## src/rtl/dot4_mul_sequencer.sv

```systemverilog
// Fixed-point 4-term dot product sequencer: latches eight operands, then drives one
// shared external multiplier over four cycles and accumulates floor-truncated products.
module dot4_mul_sequencer #(
    parameter int W    = 6,
    parameter int FRAC = 6,
    parameter int RW   = 2*W - FRAC + 3
) (
    input  logic            clk,
    input  logic            rst,
    input  logic            en_in,
    input  logic [W-1:0]    num1,
    input  logic [W-1:0]    num2,
    input  logic [W-1:0]    num3,
    input  logic [W-1:0]    num4,
    input  logic [W-1:0]    num5,
    input  logic [W-1:0]    num6,
    input  logic [W-1:0]    num7,
    input  logic [W-1:0]    num8,
    output logic            busy,
    output logic            mul_en,
    output logic [W-1:0]    mul_a,
    output logic [W-1:0]    mul_b,
    input  logic [2*W-1:0]  mul_p,
    output logic            en_out,
    output logic [RW-1:0]   result
);

    typedef enum logic [0:0] {
        S_IDLE = 1'b0,
        S_MUL  = 1'b1
    } state_t;

    state_t          r_state;
    logic [1:0]      r_idx;
    logic [RW-1:0]   r_acc;
    logic [RW-1:0]   r_result;
    logic            r_en_out;
    logic [W-1:0]    r_op_a [0:3];
    logic [W-1:0]    r_op_b [0:3];

    logic [RW-1:0]   w_sum;
    logic [W-1:0]    w_mul_a;
    logic [W-1:0]    w_mul_b;

    // Truncation is per term: drop the FRAC fraction bits of each product before adding.
    assign w_sum = r_acc + RW'(mul_p >> FRAC);

    // Operand select for the shared multiplier; only registered copies ever reach it.
    always_comb begin
        w_mul_a = {W{1'b0}};
        w_mul_b = {W{1'b0}};
        if (r_state == S_MUL) begin
            case (r_idx)
                2'd0: begin w_mul_a = r_op_a[0]; w_mul_b = r_op_b[0]; end
                2'd1: begin w_mul_a = r_op_a[1]; w_mul_b = r_op_b[1]; end
                2'd2: begin w_mul_a = r_op_a[2]; w_mul_b = r_op_b[2]; end
                2'd3: begin w_mul_a = r_op_a[3]; w_mul_b = r_op_b[3]; end
                default: begin w_mul_a = {W{1'b0}}; w_mul_b = {W{1'b0}}; end
            endcase
        end else begin
            w_mul_a = {W{1'b0}};
            w_mul_b = {W{1'b0}};
        end
    end

    // Sequencer FSM: accept in IDLE, four accumulate cycles in MUL, publish on the last.
    always_ff @(posedge clk or negedge rst) begin
        if (!rst) begin
            r_state  <= S_IDLE;
            r_idx    <= 2'd0;
            r_acc    <= {RW{1'b0}};
            r_result <= {RW{1'b0}};
            r_en_out <= 1'b0;
            for (int i = 0; i < 4; i++) begin
                r_op_a[i] <= {W{1'b0}};
                r_op_b[i] <= {W{1'b0}};
            end
        end else begin
            case (r_state)
                S_IDLE: begin
                    r_en_out <= 1'b0;
                    if (en_in) begin
                        r_op_a[0] <= num1;
                        r_op_b[0] <= num2;
                        r_op_a[1] <= num3;
                        r_op_b[1] <= num4;
                        r_op_a[2] <= num5;
                        r_op_b[2] <= num6;
                        r_op_a[3] <= num7;
                        r_op_b[3] <= num8;
                        r_acc     <= {RW{1'b0}};
                        r_idx     <= 2'd0;
                        r_state   <= S_MUL;
                    end else begin
                        r_state   <= S_IDLE;
                    end
                end
                S_MUL: begin
                    r_acc <= w_sum;
                    if (r_idx == 2'd3) begin
                        r_result <= w_sum;
                        r_en_out <= 1'b1;
                        r_idx    <= 2'd0;
                        r_state  <= S_IDLE;
                    end else begin
                        r_en_out <= 1'b0;
                        r_idx    <= r_idx + 2'd1;
                    end
                end
                default: begin
                    r_state  <= S_IDLE;
                    r_idx    <= 2'd0;
                    r_en_out <= 1'b0;
                end
            endcase
        end
    end

    assign busy   = (r_state == S_MUL);
    assign mul_en = (r_state == S_MUL);
    assign mul_a  = w_mul_a;
    assign mul_b  = w_mul_b;
    assign en_out = r_en_out;
    assign result = r_result;

endmodule

```

## config.mk

```make
export PLATFORM = sky130hd
export DESIGN_NAME = dot4_mul_sequencer
export DESIGN_NICKNAME = d
export VERILOG_FILES = /design/src/rtl/dot4_mul_sequencer.sv
export SDC_FILE = /design/constraint.sdc
export NUM_CORES = 1
export LEC_CHECK = 0
export BUFFER_PORTS_ARGS = -buffer_cell sky130_fd_sc_hd__buf_2
export CAP_MARGIN = 20
export CORE_ASPECT_RATIO = 1.2
export CORE_UTILIZATION = 48
export CTS_CLUSTER_DIAMETER = 30
export DETAILED_ROUTE_END_ITERATION = 10
export HOLD_SLACK_MARGIN = 0.02
export PLACE_DENSITY = 0.85
export SLEW_MARGIN = 25
export SYNTH_ARGS = -nofsm -noshare
export SYNTH_HDL_FRONTEND = slang
export SYNTH_SLANG_ARGS = --single-unit
```

## constraint.sdc

```tcl
create_clock -name clk -period 2.25 [get_ports clk]
set_clock_uncertainty 0.15 [all_clocks]
set_input_delay 0.1125 -clock clk [delete_from_list [all_inputs] [get_ports clk]]
set_output_delay 0.1125 -clock clk [all_outputs]
set_load 0.005 [all_outputs]
```

Yosys cells after proc, flatten, opt, wreduce, memory -nomap -nowiden --
Cells that the tools add are included.
Storage, ports and cells: bits in registers 70, output and inout port bits 24
Operators by class: reductions and logical operators 3, add/subtract/negate cells 2, eq/ne operators 4, muxes and demuxes 14, bitwise logic cells 1
Operators with widths (number):
- 6-bit one-hot mux with 4 select lines | 2
- 9-bit one-hot mux with 2 select lines | 1
- 6-bit two-way mux | 2
- 9-bit by 6-bit adder with 9-bit output | 1
- 9-bit two-way mux | 1
- 2-bit == test, second input constant | 2
- 2-bit two-way mux | 2
- 1-bit one-hot mux with 2 select lines | 2
- 2-bit one-hot mux with 2 select lines | 1
- 2-bit AND reduction | 2
- 1-bit two-way mux | 3
- 2-bit by 1-bit adder with 2-bit output, second input constant | 1
- 2-bit by 1-bit == test with 1-bit output, second input constant | 1
- 2-bit zero test | 1
- 2-bit != test, second input constant | 1
- 1-bit NOT | 1

Longest topological paths before layout --
Gate-level depths: netlist (run 1).
word-level depth 3, gate-level depth with buffers 6, mapped depth without buffers 6

Least setup slack after synthesis (run 1) --
Ideal clock, no wire load.
path kind register to register, start point reg r_acc[0], end point reg r_result[6], in the netlist result[6], path slack 0.102 ns, period minus slack after synthesis 2.148 ns, buffers on the path 0, cell stages (with the launch flop) 7, data arrival time 1.929 ns, cell sequence dfrtp_1 > ha_1 > fa_1 > a211o_1 > a21o_1 > a2111o_1 > nand3_1
On the way: cells in the longest elaborated chain, start to end 1
RTL lines:
- start, declared | RTL line 35 | logic [RW-1:0] r_acc;
- start signal, assigned | RTL line 71 | r_acc <= {RW{1'b0}};
- start signal, assigned | RTL line 91 | r_acc <= {RW{1'b0}};
- start signal, assigned | RTL line 99 | r_acc <= w_sum;
- 9-bit by 6-bit adder with 9-bit output | RTL line 46 | assign w_sum = r_acc + RW'(mul_p >> FRAC);
- end signal, assigned | RTL line 72 | r_result <= {RW{1'b0}};
- end signal, assigned | RTL line 101 | r_result <= w_sum;
- end, declared | RTL line 36 | logic [RW-1:0] r_result;
No other way between the ends. A chain may end at the register's enable or synchronous reset.

Final worst setup path (run 1) --
Same ends and word-level chain as after synthesis.

==> results of run 1 <==
==> what timing repair did <==
item,4_1_cts,5_1_grt
setup endpoints to repair,13,12
pin swaps,0,5
endpoints found under the hold margin,72,0
resized for setup,4,9
buffers inserted,0,2
hold buffers,51,0
==> cell usage in the layout (no fill, tap or decap), types with 5 or more instances in the layout <==
cell type / instances
a222oi_1: 12
a22o_1: 5
and2_1: 14
buf_2: 80
buf_4: 7
clkbuf_8: 11
dfrtp_1: 68
dlygate4sd3_1: 51
ha_1: 5
nand2_1: 167
o21ai_0: 14
==> metal layers <==
layer	global-route usage (%)	share of wire, %	routed length, microns	up-vias
met4	13.9	2.3	211	0
li1	-	-	-	1527
met2	46.3	52	4710	146
met3	5.24	5.6	505	25
met1	30.1	40	3560	1525
met5	0	0	0	-
==> worst reg2reg max path, cell delays in order, from the launching register on <==
cell,delay [ns]
dfrtp_1,0.41
ha_4,0.18
fa_2,0.36
a211o_1,0.31
a21o_1,0.21
a2111o_1,0.42
nand3_1,0.08
==> how the worst max path moves through the flow <==
stage                                    start  slack, ns               endpoint
after floorplan           r_acc[0]$_DFFE_PN0P_       0.10  result[6]$_DFFE_PN0P_
after global placement    r_acc[0]$_DFFE_PN0P_       0.05  result[6]$_DFFE_PN0P_
after detailed placement  r_acc[0]$_DFFE_PN0P_     -0.003  result[6]$_DFFE_PN0P_
after CTS                 r_acc[0]$_DFFE_PN0P_       0.03  result[6]$_DFFE_PN0P_
after global routing      r_idx[0]$_DFFE_PN0P_     -0.008               mul_b[3]
final                     r_acc[0]$_DFFE_PN0P_       0.06  result[6]$_DFFE_PN0P_
==> area by class of cell <==
type,instances,share of cell area (%)
repair buffers,142,22.2
flip-flops and latches,70,37.6
clock inverters,3,0.911
multi-input cells,279,33.3
clock buffers,13,3.40
well taps,87,2.33
inverters,4,0.322
diodes,1,0.0536
==> cells by family (layout without fill, tap and decap cells) <==
group	count (synthesis)	in the layout	synth area share (%)
buffers and inverters	26	162	3.49
DFF	70	70	52.0
adders and majority gates	11	11	4.31
muxes	4	4	1.34
xor gates and xnor gates	2	2	0.520
other	0	1	0
and+or+nand+nor	200	200	24.5
AOI/OAI and AO/OA	62	62	13.8
==> state kept, by name (all words and copies together), names as in the netlist <==
signal,flops
r_acc,9
result,9
r_op_a,24
r_idx,2
r_op_b,24
busy,1
en_out,1
==> metrics by stage <==
| step | setup slack [ns] | total power, mW | setup TNS [ns] | hold WS, ns | area (sq um) |
|---|---|---|---|---|---|
| after floorplan | 0.102 | 3.88 | 0 | -0.333 | 3370 |
| after global placement | 0.0485 | 4.59 | 0 | -0.0404 | 3890 |
| after detailed placement | -0.00322 | 4.74 | -0.00322 | -0.0404 | 3890 |
| after CTS | 0.0303 | 5.87 | 0 | 0.111 | 4610 |
| after global routing | -0.00804 | 6.44 | -0.0159 | 0.129 | 4670 |
| final | 0.0641 | 5.97 | 0 | 0.125 | 4670 |
==> power by group through the flow <==
| stage | logic [mW] | clock network [mW] | registers (mW) |
|---|---|---|---|
| detailed placement | 2.49 | 0 | 2.25 |
| floorplan | 1.72 | 0 | 2.16 |
| finish | 2.69 | 1.03 | 2.26 |
| global route | 3.02 | 1.10 | 2.32 |
| CTS | 2.59 | 1.04 | 2.23 |
| global placement | 2.38 | 0 | 2.21 |
==> results.json, run 1 <==
{
  "port_buffers": 80,
  "drive_above_1_share_pct": 23.9,
  "synth_top_area_share_pct": 52.0,
  "first_pass_iters": 4,
  "core_sq_mm": 0.00681,
  "clk_pin_slew_ns": 0.07,
  "final_core_util_pct": 68.5,
  "cts_buffer_depth": 2,
  "fin_crit_sh_pct": 97.1,
  "first_iter_violations": 257,
  "critical_path_arrival_ns": 2.31,
  "cts_tree": "built",
  "antenna_left": 0,
  "seq_area_frac_synth_pct": 52.0,
  "rows": 33,
  "fmax_mhz": 457,
  "setup_viol": 0,
  "p_int_mw": 3.68,
  "synth_commonest_cells": "nand2_1, dfrtp_1, clkbuf_1, o21ai_0, and2_1",
  "drcViolationCount": 0,
  "place_hpwl_mm": 5.37,
  "syn_nets": 449,
  "ios": 87,
  "maxCapViolations": 0,
  "seqCellArea_sq_mm": 0.00175,
  "die_h_microns": 93.7,
  "grt_pass1_wl_mm": 14.7,
  "via_count": 3223,
  "ir_worst_vdd_mv": 0.647,
  "place_congestion": 0.811,
  "grt_pass1_vias": 3251,
  "synth-async-reset-ratio_pct": 100,
  "synth-edff-count": 0,
  "cp_slowest_cell": "a2111o_1",
  "r2r-end": "result[6]$_DFFE_PN0P_",
  "powerDensity_mw_per_mm2": 1280,
  "start_util_pct": 49.4,
  "clock_latency_ns": 0.34,
  "yosysWarnings": 0,
  "area_delta_synth_final_pct": 38.7,
  "fin_nets": 580,
  "rrSetupSlack_ns": 0.06,
  "clock-sinks": 70,
  "syn_avg_cell_area_sq_um": 8.98,
  "synth_top_flop_cell": "dfrtp_1",
  "grt_max_degree": 50,
  "syn_area_sq_mm": 0.00337,
  "grt_usage_pct": 26.3,
  "r2r_start": "r_acc[0]$_DFFE_PN0P_",
  "drt-total-wl_mm": 8.99,
  "ctsHtreeMaxLevel": 3,
  "setup.worst_path.end_class": "register",
  "cp_num_buf_inv": 0,
  "multi_input_area_sq_mm": 0.00155,
  "path_max_fanout": 4,
  "rsz0062_at_grt": "true",
  "synth.distinct_cells": 44,
  "required_ns": 2.37,
  "relSlewSlack_pct": 58.3,
  "instances_no_fill": 599,
  "period_minus_slack_ns": 2.19,
  "reg2reg_depth": 6,
  "pwr-share-clk_pct": 17.2,
  "synthCells": 375,
  "critPathMaxStageDelay_ns": 0.42,
  "wl_per_cell_microns": 15.0,
  "leakage_nw": 2.37,
  "worst_pin_slew_ns": 0.624,
  "power_frac_comb_pct": 45.0,
  "antenna_found_initial": 1,
  "cp.depth": 6,
  "ys_ff_latch": 70,
  "n_fill_cell": 535,
  "min_path_type": "input pin to asynchronous set/reset pin",
  "place_inst": 529,
  "status": "finished, final reports clean",
  "cts_buffers": 9,
  "synth_area_leader_cell": "dfrtp_1",
  "crit_type": "register to register",
  "grt_overflow": 0,
  "synth.most_common_cell": "nand2_1",
  "viasPerCell": 5.38,
  "netSwitchingPower_mw": 2.29,
  "pwr-share-seq_pct": 37.8,
  "die_w_microns": 78.5,
  "sw_frac_of_total_pct": 38.4,
  "cp_cell_sequence": "ha_4, fa_2, a211o_1, a21o_1, a2111o_1, nand3_1",
  "slew_viol_final": 0,
  "die_area_sq_mm": 0.00735,
  "start_kind": "register",
  "cp_top_family": "compound AO/OA/AOI/OAI gates",
  "clockRootBuffer": "clkbuf_8",
  "synthTopCellsByArea": "dfrtp_1, nand2_1, ha_1, a222oi_1, and2_1",
  "hold_viol": 0
}
Power figures use the tool's default switching activity.
==> inputs of run 2 (changes only) <==
--- a/config.mk
+++ b/config.mk
@@ -7,12 +7,14 @@
 export LEC_CHECK = 0
 export BUFFER_PORTS_ARGS = -buffer_cell sky130_fd_sc_hd__buf_2
 export CAP_MARGIN = 20
+export CELL_PAD_IN_SITES_DETAIL_PLACEMENT = 1
+export CELL_PAD_IN_SITES_GLOBAL_PLACEMENT = 1
 export CORE_ASPECT_RATIO = 1.2
-export CORE_UTILIZATION = 48
+export CORE_UTILIZATION = 35
 export CTS_CLUSTER_DIAMETER = 30
 export DETAILED_ROUTE_END_ITERATION = 10
 export HOLD_SLACK_MARGIN = 0.02
-export PLACE_DENSITY = 0.85
+export PLACE_DENSITY = 0.84
 export SLEW_MARGIN = 25
 export SYNTH_ARGS = -nofsm -noshare
 export SYNTH_HDL_FRONTEND = slang
==> run 2 against run 1 <==
Worst hold slack worse by 0.0038 ns. Highest routed layer unchanged. Via count hardly changed. Register-to-register slack worse by 0.02 ns. Sequential share of layout area is 0.64 points lower. Worst setup slack worse by 0.021 ns. Largest power group unchanged. First-iteration DRC count is 5.1% lower. Die area is 36% higher.
==> results.json, run 2 (synthesis results as in run 1) <==
{
  "min_path_type": "input pin to register",
  "status": "finished, final reports clean",
  "relSlewSlack_pct": 53.5,
  "critical_path_arrival_ns": 2.34,
  "maxCapViolations": 0,
  "cp_slowest_cell": "a2111o_1",
  "grt_overflow": 0,
  "clockRootBuffer": "clkbuf_8",
  "clock_latency_ns": 0.35,
  "viasPerCell": 5.09,
  "cp.depth": 6,
  "antenna_left": 0,
  "multi_input_area_sq_mm": 0.00156,
  "drcViolationCount": 0,
  "ios": 87,
  "cp_num_buf_inv": 0,
  "path_max_fanout": 4,
  "post-route-cell-area_sq_mm": 0.00475,
  "grt_pass1_wl_mm": 17.4,
  "min_path_cells": 3,
  "hold_viol": 0,
  "grt_max_degree": 49,
  "fin_crit_sh_pct": 98.1,
  "reg_top3": "r_op_a (24), r_op_b (24)",
  "start_kind": "register",
  "cts_buffers": 9,
  "via_count": 3225,
  "first_iter_violations": 244,
  "setup.worst_path.end_class": "register",
  "cts_tree": "built",
  "cts_buffer_depth": 2,
  "period_minus_slack_ns": 2.21,
  "rrSetupSlack_ns": 0.04,
  "final_core_util_pct": 51.8,
  "core_sq_mm": 0.00918,
  "layout.cells.most_common_list": "nand2_1, buf_2, dfrtp_1, dlygate4sd3_1, and2_1",
  "clock-sinks": 70,
  "fmax_mhz": 453,
  "start_util_pct": 36.7,
  "die_h_microns": 109,
  "cp_cell_sequence": "ha_1, fa_2, a211o_1, a21o_1, a2111o_1, nand3_1",
  "antenna_found_initial": 0,
  "holdPathEnd": "r_acc[1]$_DFFE_PN0P_",
  "r2r_start": "r_acc[0]$_DFFE_PN0P_",
  "final_common_cell": "nand2_1",
  "area_delta_synth_final_pct": 41.1,
  "antenna_cells": 0,
  "placed_area_sq_mm": 0.00395,
  "grt_usage_pct": 22.7,
  "rows": 38,
  "finalPower_mw": 6.20,
  "ctsHtreeMaxLevel": 3,
  "die_area_sq_mm": 0.0100,
  "clk_pin_slew_ns": 0.07,
  "hp-start": "mul_p[7]",
  "n_fill_cell": 1071,
  "r2r-end": "result[6]$_DFFE_PN0P_",
  "fin_nets": 583,
  "reg2reg_depth": 6,
  "ir_worst_vdd_mv": 0.561,
  "place_inst": 564,
  "place_hpwl_mm": 6.54,
  "worst_pin_slew_ns": 0.694,
  "setup_viol": 0,
  "first_pass_iters": 8,
  "grt_pass1_vias": 3615,
  "instances_no_fill": 634,
  "place_congestion": 0.807,
  "hold_slack_ns": 0.122,
  "port_buffers": 80,
  "powerDensity_mw_per_mm2": 1310,
  "critPathMaxStageDelay_ns": 0.41,
  "drt-total-wl_mm": 10.9,
  "wl_per_cell_microns": 17.1,
  "required_ns": 2.39,
  "crit_type": "register to register",
  "leakage_nw": 2.39,
  "cp_top_family": "compound AO/OA/AOI/OAI gates",
  "die_w_microns": 91.5,
  "drive_above_1_share_pct": 24.7,
  "slew_viol_final": 0,
  "seqCellArea_sq_mm": 0.00175
}
run 2: cell types whose count changed in the layout (fill, tap and decap cells not counted):
cell	delta
ha_1	+1
o21ai_1	+2
buf_8	+1
buf_4	+2
ha_2	-2
and2_1	-1
diode_2	-1
and2_4	+1
o21ai_0	-2
ha_4	+1
inv_2	+1
inv_4	+1
inv_1	-2
run 2: through the flow:
| stage | setup slack [ns] | TNS [ns] |
|---|---|---|
| 2_1_floorplan | 0.102 | 0 |
| 3_5_place_dp | 0.0233 | 0 |
| 6_report | 0.0429 | 0 |
| 5_1_grt | -0.00179 | -0.00262 |
| 3_3_place_gp | 0.0750 | 0 |
| 4_1_cts | 0.00681 | 0 |
run 2: repair_timing:
item                                    CTS  global route
cloned                                    0             0
endpoints found under the hold margin    73             0
pin swaps                                 1             7
endpoints found under the setup margin   13            16
setup buffers                             2             1
hold buffers                             51             0
resized for setup                         6            15
run 2: area by class of cell:
type                    count  share of cell area [%]
clock buffers              13                    3.34
clock inverters             3                   0.895
inverters                   4                   0.369
multi-input cells         279                    32.9
flip-flops and latches     70                    36.9
well taps                 120                    3.16
repair buffers            145                    22.4
run 2: worst max path at each step:
stage | startpoint | end
6_report | r_acc[0]$_DFFE_PN0P_ | result[6]$_DFFE_PN0P_
5_1_grt | r_idx[0]$_DFFE_PN0P_ | mul_b[4]
4_1_cts | r_idx[0]$_DFFE_PN0P_ | mul_b[3]
3_5_place_dp | r_acc[0]$_DFFE_PN0P_ | result[6]$_DFFE_PN0P_
3_3_place_gp | r_acc[0]$_DFFE_PN0P_ | result[6]$_DFFE_PN0P_
2_1_floorplan | r_acc[0]$_DFFE_PN0P_ | result[6]$_DFFE_PN0P_
run 2: tightest hold or removal path, cell delays in order:
cell and delay (ns):
buf_2 0.11, fa_2 0.22, a22o_1 0.14
run 2: power breakdown:
group	leakage [nW]	internal, mW	switching (mW)
combinational	1.43	1.32	1.53
clock	0.0996	0.572	0.485
sequential	0.862	1.87	0.430
total	2.39	3.76	2.45
run 2: per-layer routing:
metal	global-route usage, %	share of wire, %
met1	25.0	40
met4	11.0	2.9
met5	0	0
met3	3.25	3.6
met2	42.9	53
==> inputs of run 3 (changes only) <==
--- a/config.mk
+++ b/config.mk
@@ -15,6 +15,7 @@
 export DETAILED_ROUTE_END_ITERATION = 10
 export HOLD_SLACK_MARGIN = 0.02
 export PLACE_DENSITY = 0.84
+export SKIP_LAST_GASP = 1
 export SLEW_MARGIN = 25
 export SYNTH_ARGS = -nofsm -noshare
 export SYNTH_HDL_FRONTEND = slang
==> constraint.sdc (replaced) <==
create_clock -name clk -period 2.25 [get_ports clk]
set_clock_uncertainty 0.15 [all_clocks]
set_input_delay 0.1125 -clock clk [delete_from_list [all_inputs] [get_ports clk]]
set_output_delay 0.1125 -clock clk [all_outputs]
set_load 0.05 [all_outputs]
==> run 3 against run 2 <==
Via count about the same. Combinational power up 27%. Critical endpoint is now mul_b[1]. Cell count up 0.16%. Critical path type is now register to output port. Largest power group unchanged. Register-to-register slack better by 0.05 ns. Worst setup slack better by 0.0064 ns. Global-route usage up 0.35 points. Clock power up 4%. Worst hold slack better by 0.0035 ns.
==> results.json, run 3 (synthesis results as in run 1) <==
{
  "grt_max_degree": 49,
  "fin_tns_setup_ns": 0,
  "r2r-end": "result[6]$_DFFE_PN0P_",
  "grt_use_met1_pct": 25.2,
  "hp-start": "mul_p[7]",
  "relSlewSlack_pct": 50.5,
  "min_path_cells": 3,
  "rrSetupSlack_ns": 0.09,
  "reg_top3": "r_op_a (24), r_op_b (24)",
  "grt_overflow": 0,
  "place_hpwl_mm": 6.53,
  "layout.cells.most_common_list": "nand2_1, buf_2, dfrtp_1, dlygate4sd3_1, buf_4",
  "setup_viol": 0,
  "met2_usage_pct": 44.0,
  "die_h_microns": 109,
  "period_minus_slack_ns": 2.20,
  "worst_pin_slew_ns": 0.739,
  "die_area_sq_mm": 0.0100,
  "area_delta_synth_final_pct": 40.9,
  "core_sq_mm": 0.00918,
  "fin_crit_sh_pct": 97.8,
  "holdPathEnd": "result[1]$_DFFE_PN0P_",
  "cts_tree": "built",
  "path_max_fanout": 12,
  "min_path_type": "input pin to register",
  "hold_viol": 0,
  "via_count": 3228,
  "slew_viol_final": 0,
  "final_common_cell": "nand2_1",
  "clock-sinks": 70,
  "first_iter_violations": 193,
  "viasPerCell": 5.08,
  "clk_pin_slew_ns": 0.07,
  "status": "finished, final reports clean",
  "crit_type": "register to output port",
  "die_w_microns": 91.5,
  "leakage_nw": 2.38,
  "drcViolationCount": 0,
  "rsz0062_at_grt": "true",
  "ctsHtreeMaxLevel": 3,
  "start_util_pct": 36.7,
  "r2r_start": "r_acc[0]$_DFFE_PN0P_",
  "first_pass_iters": 5,
  "drt-total-wl_mm": 10.9,
  "setup.worst_path.end_class": "output port",
  "port_buffers": 80,
  "grt_pass1_wl_mm": 17.6,
  "maxCapViolations": 0,
  "grt_pass1_vias": 3539,
  "n_fill_cell": 1079,
  "cts_buffers": 9,
  "required_ns": 1.99,
  "grt_use_met3_pct": 4.01,
  "wl_per_cell_microns": 17.2,
  "place_congestion": 0.816,
  "start_kind": "register",
  "drive_above_1_share_pct": 24.4,
  "reg2reg_depth": 6,
  "antenna_found_initial": 2,
  "final_core_util_pct": 51.7,
  "ios": 87,
  "clock_latency_ns": 0.35,
  "grt_usage_pct": 23.0,
  "fmax_mhz": 454,
  "fin_nets": 582,
  "busiest_layer": "met2",
  "rows": 38,
  "powerDensity_mw_per_mm2": 1480,
  "cts_buffer_depth": 2,
  "critical_path_arrival_ns": 1.94,
  "clockRootBuffer": "clkbuf_8",
  "antenna_left": 0,
  "ir_worst_vdd_mv": 0.816
}
[run 3: changes by cell type in the layout (fill, tap and decap cells not counted), sizes merged]
cell	before	now
buf	94	91
clkbuf	13	14
clkinvlp	1	2
diode	0	2
[run 3: where the power goes]
group / internal [mW] / switching [mW] / total (mW)
Clock: 0.605 / 0.497 / 1.10
Combinational: 1.30 / 2.34 / 3.63
Sequential: 1.87 / 0.415 / 2.28
Total: 3.77 / 3.25 / 7.02
[run 3: how the worst max path moves through the flow]
| stage | slack, ns | endpoint | depth (start not counted) | from |
|---|---|---|---|---|
| after detailed placement | 0.01 | result[6]$_DFFE_PN0P_ | 6 | r_acc[0]$_DFFE_PN0P_ |
| after CTS | 0.04 | mul_b[3] | 6 | r_idx[1]$_DFFE_PN0P_ |
| final | 0.05 | mul_b[1] | 6 | r_idx[0]$_DFFE_PN0P_ |
| after global routing | -0.03 | mul_b[1] | 6 | r_idx[0]$_DFFE_PN0P_ |
| after global placement | 0.08 | result[6]$_DFFE_PN0P_ | 6 | r_acc[0]$_DFFE_PN0P_ |
| after floorplan | 0.10 | result[6]$_DFFE_PN0P_ | 6 | r_acc[0]$_DFFE_PN0P_ |
[run 3: metrics by stage]
step | setup WS [ns] | total power, mW | cell area (sq um) | hold WS [ns] | instances
global route | -0.0333 | 7.50 | 4740 | 0.139 | 635
finish | 0.0493 | 7.02 | 4740 | 0.125 | 635
global placement | 0.0752 | 5.49 | 3930 | -0.0334 | 564
CTS | 0.0359 | 6.95 | 4710 | 0.111 | 632
detailed placement | 0.0114 | 5.67 | 3930 | -0.0181 | 564
floorplan | 0.102 | 4.70 | 3370 | -0.333 | 375
[run 3: critical path, stage by stage, from the launching register on]
cell      delay (ns)
dfrtp_2         0.44
buf_4           0.16
ha_4            0.22
a222oi_1        0.29
o21ai_1         0.12
and2_1          0.18
buf_4           0.19
[run 3: per-layer routing]
metal,share of wire [%],up-vias
met5,0,-
met4,2.3,0
met3,3.8,16
met2,54,90
met1,40,1594
li1,-,1528
[run 3: layout make-up]
type,instances,area (sq um),share of cell area (%)
multi-input cells,279,1550,32.7
flip-flops and latches,70,1750,37.0
well taps,120,150,3.16
clock buffers,12,165,3.48
clock inverters,4,53.8,1.13
inverters,4,15.0,0.316
repair buffers,144,1050,22.2
diodes,2,5.00,0.105
[run 3: timing repair]
action,CTS,global route
gates resized for setup,9,17
gates cloned,0,0
hold buffers,51,0
hold endpoints to repair,73,0
pin swaps,1,9
setup buffers,1,1
endpoints found under the setup margin,13,16
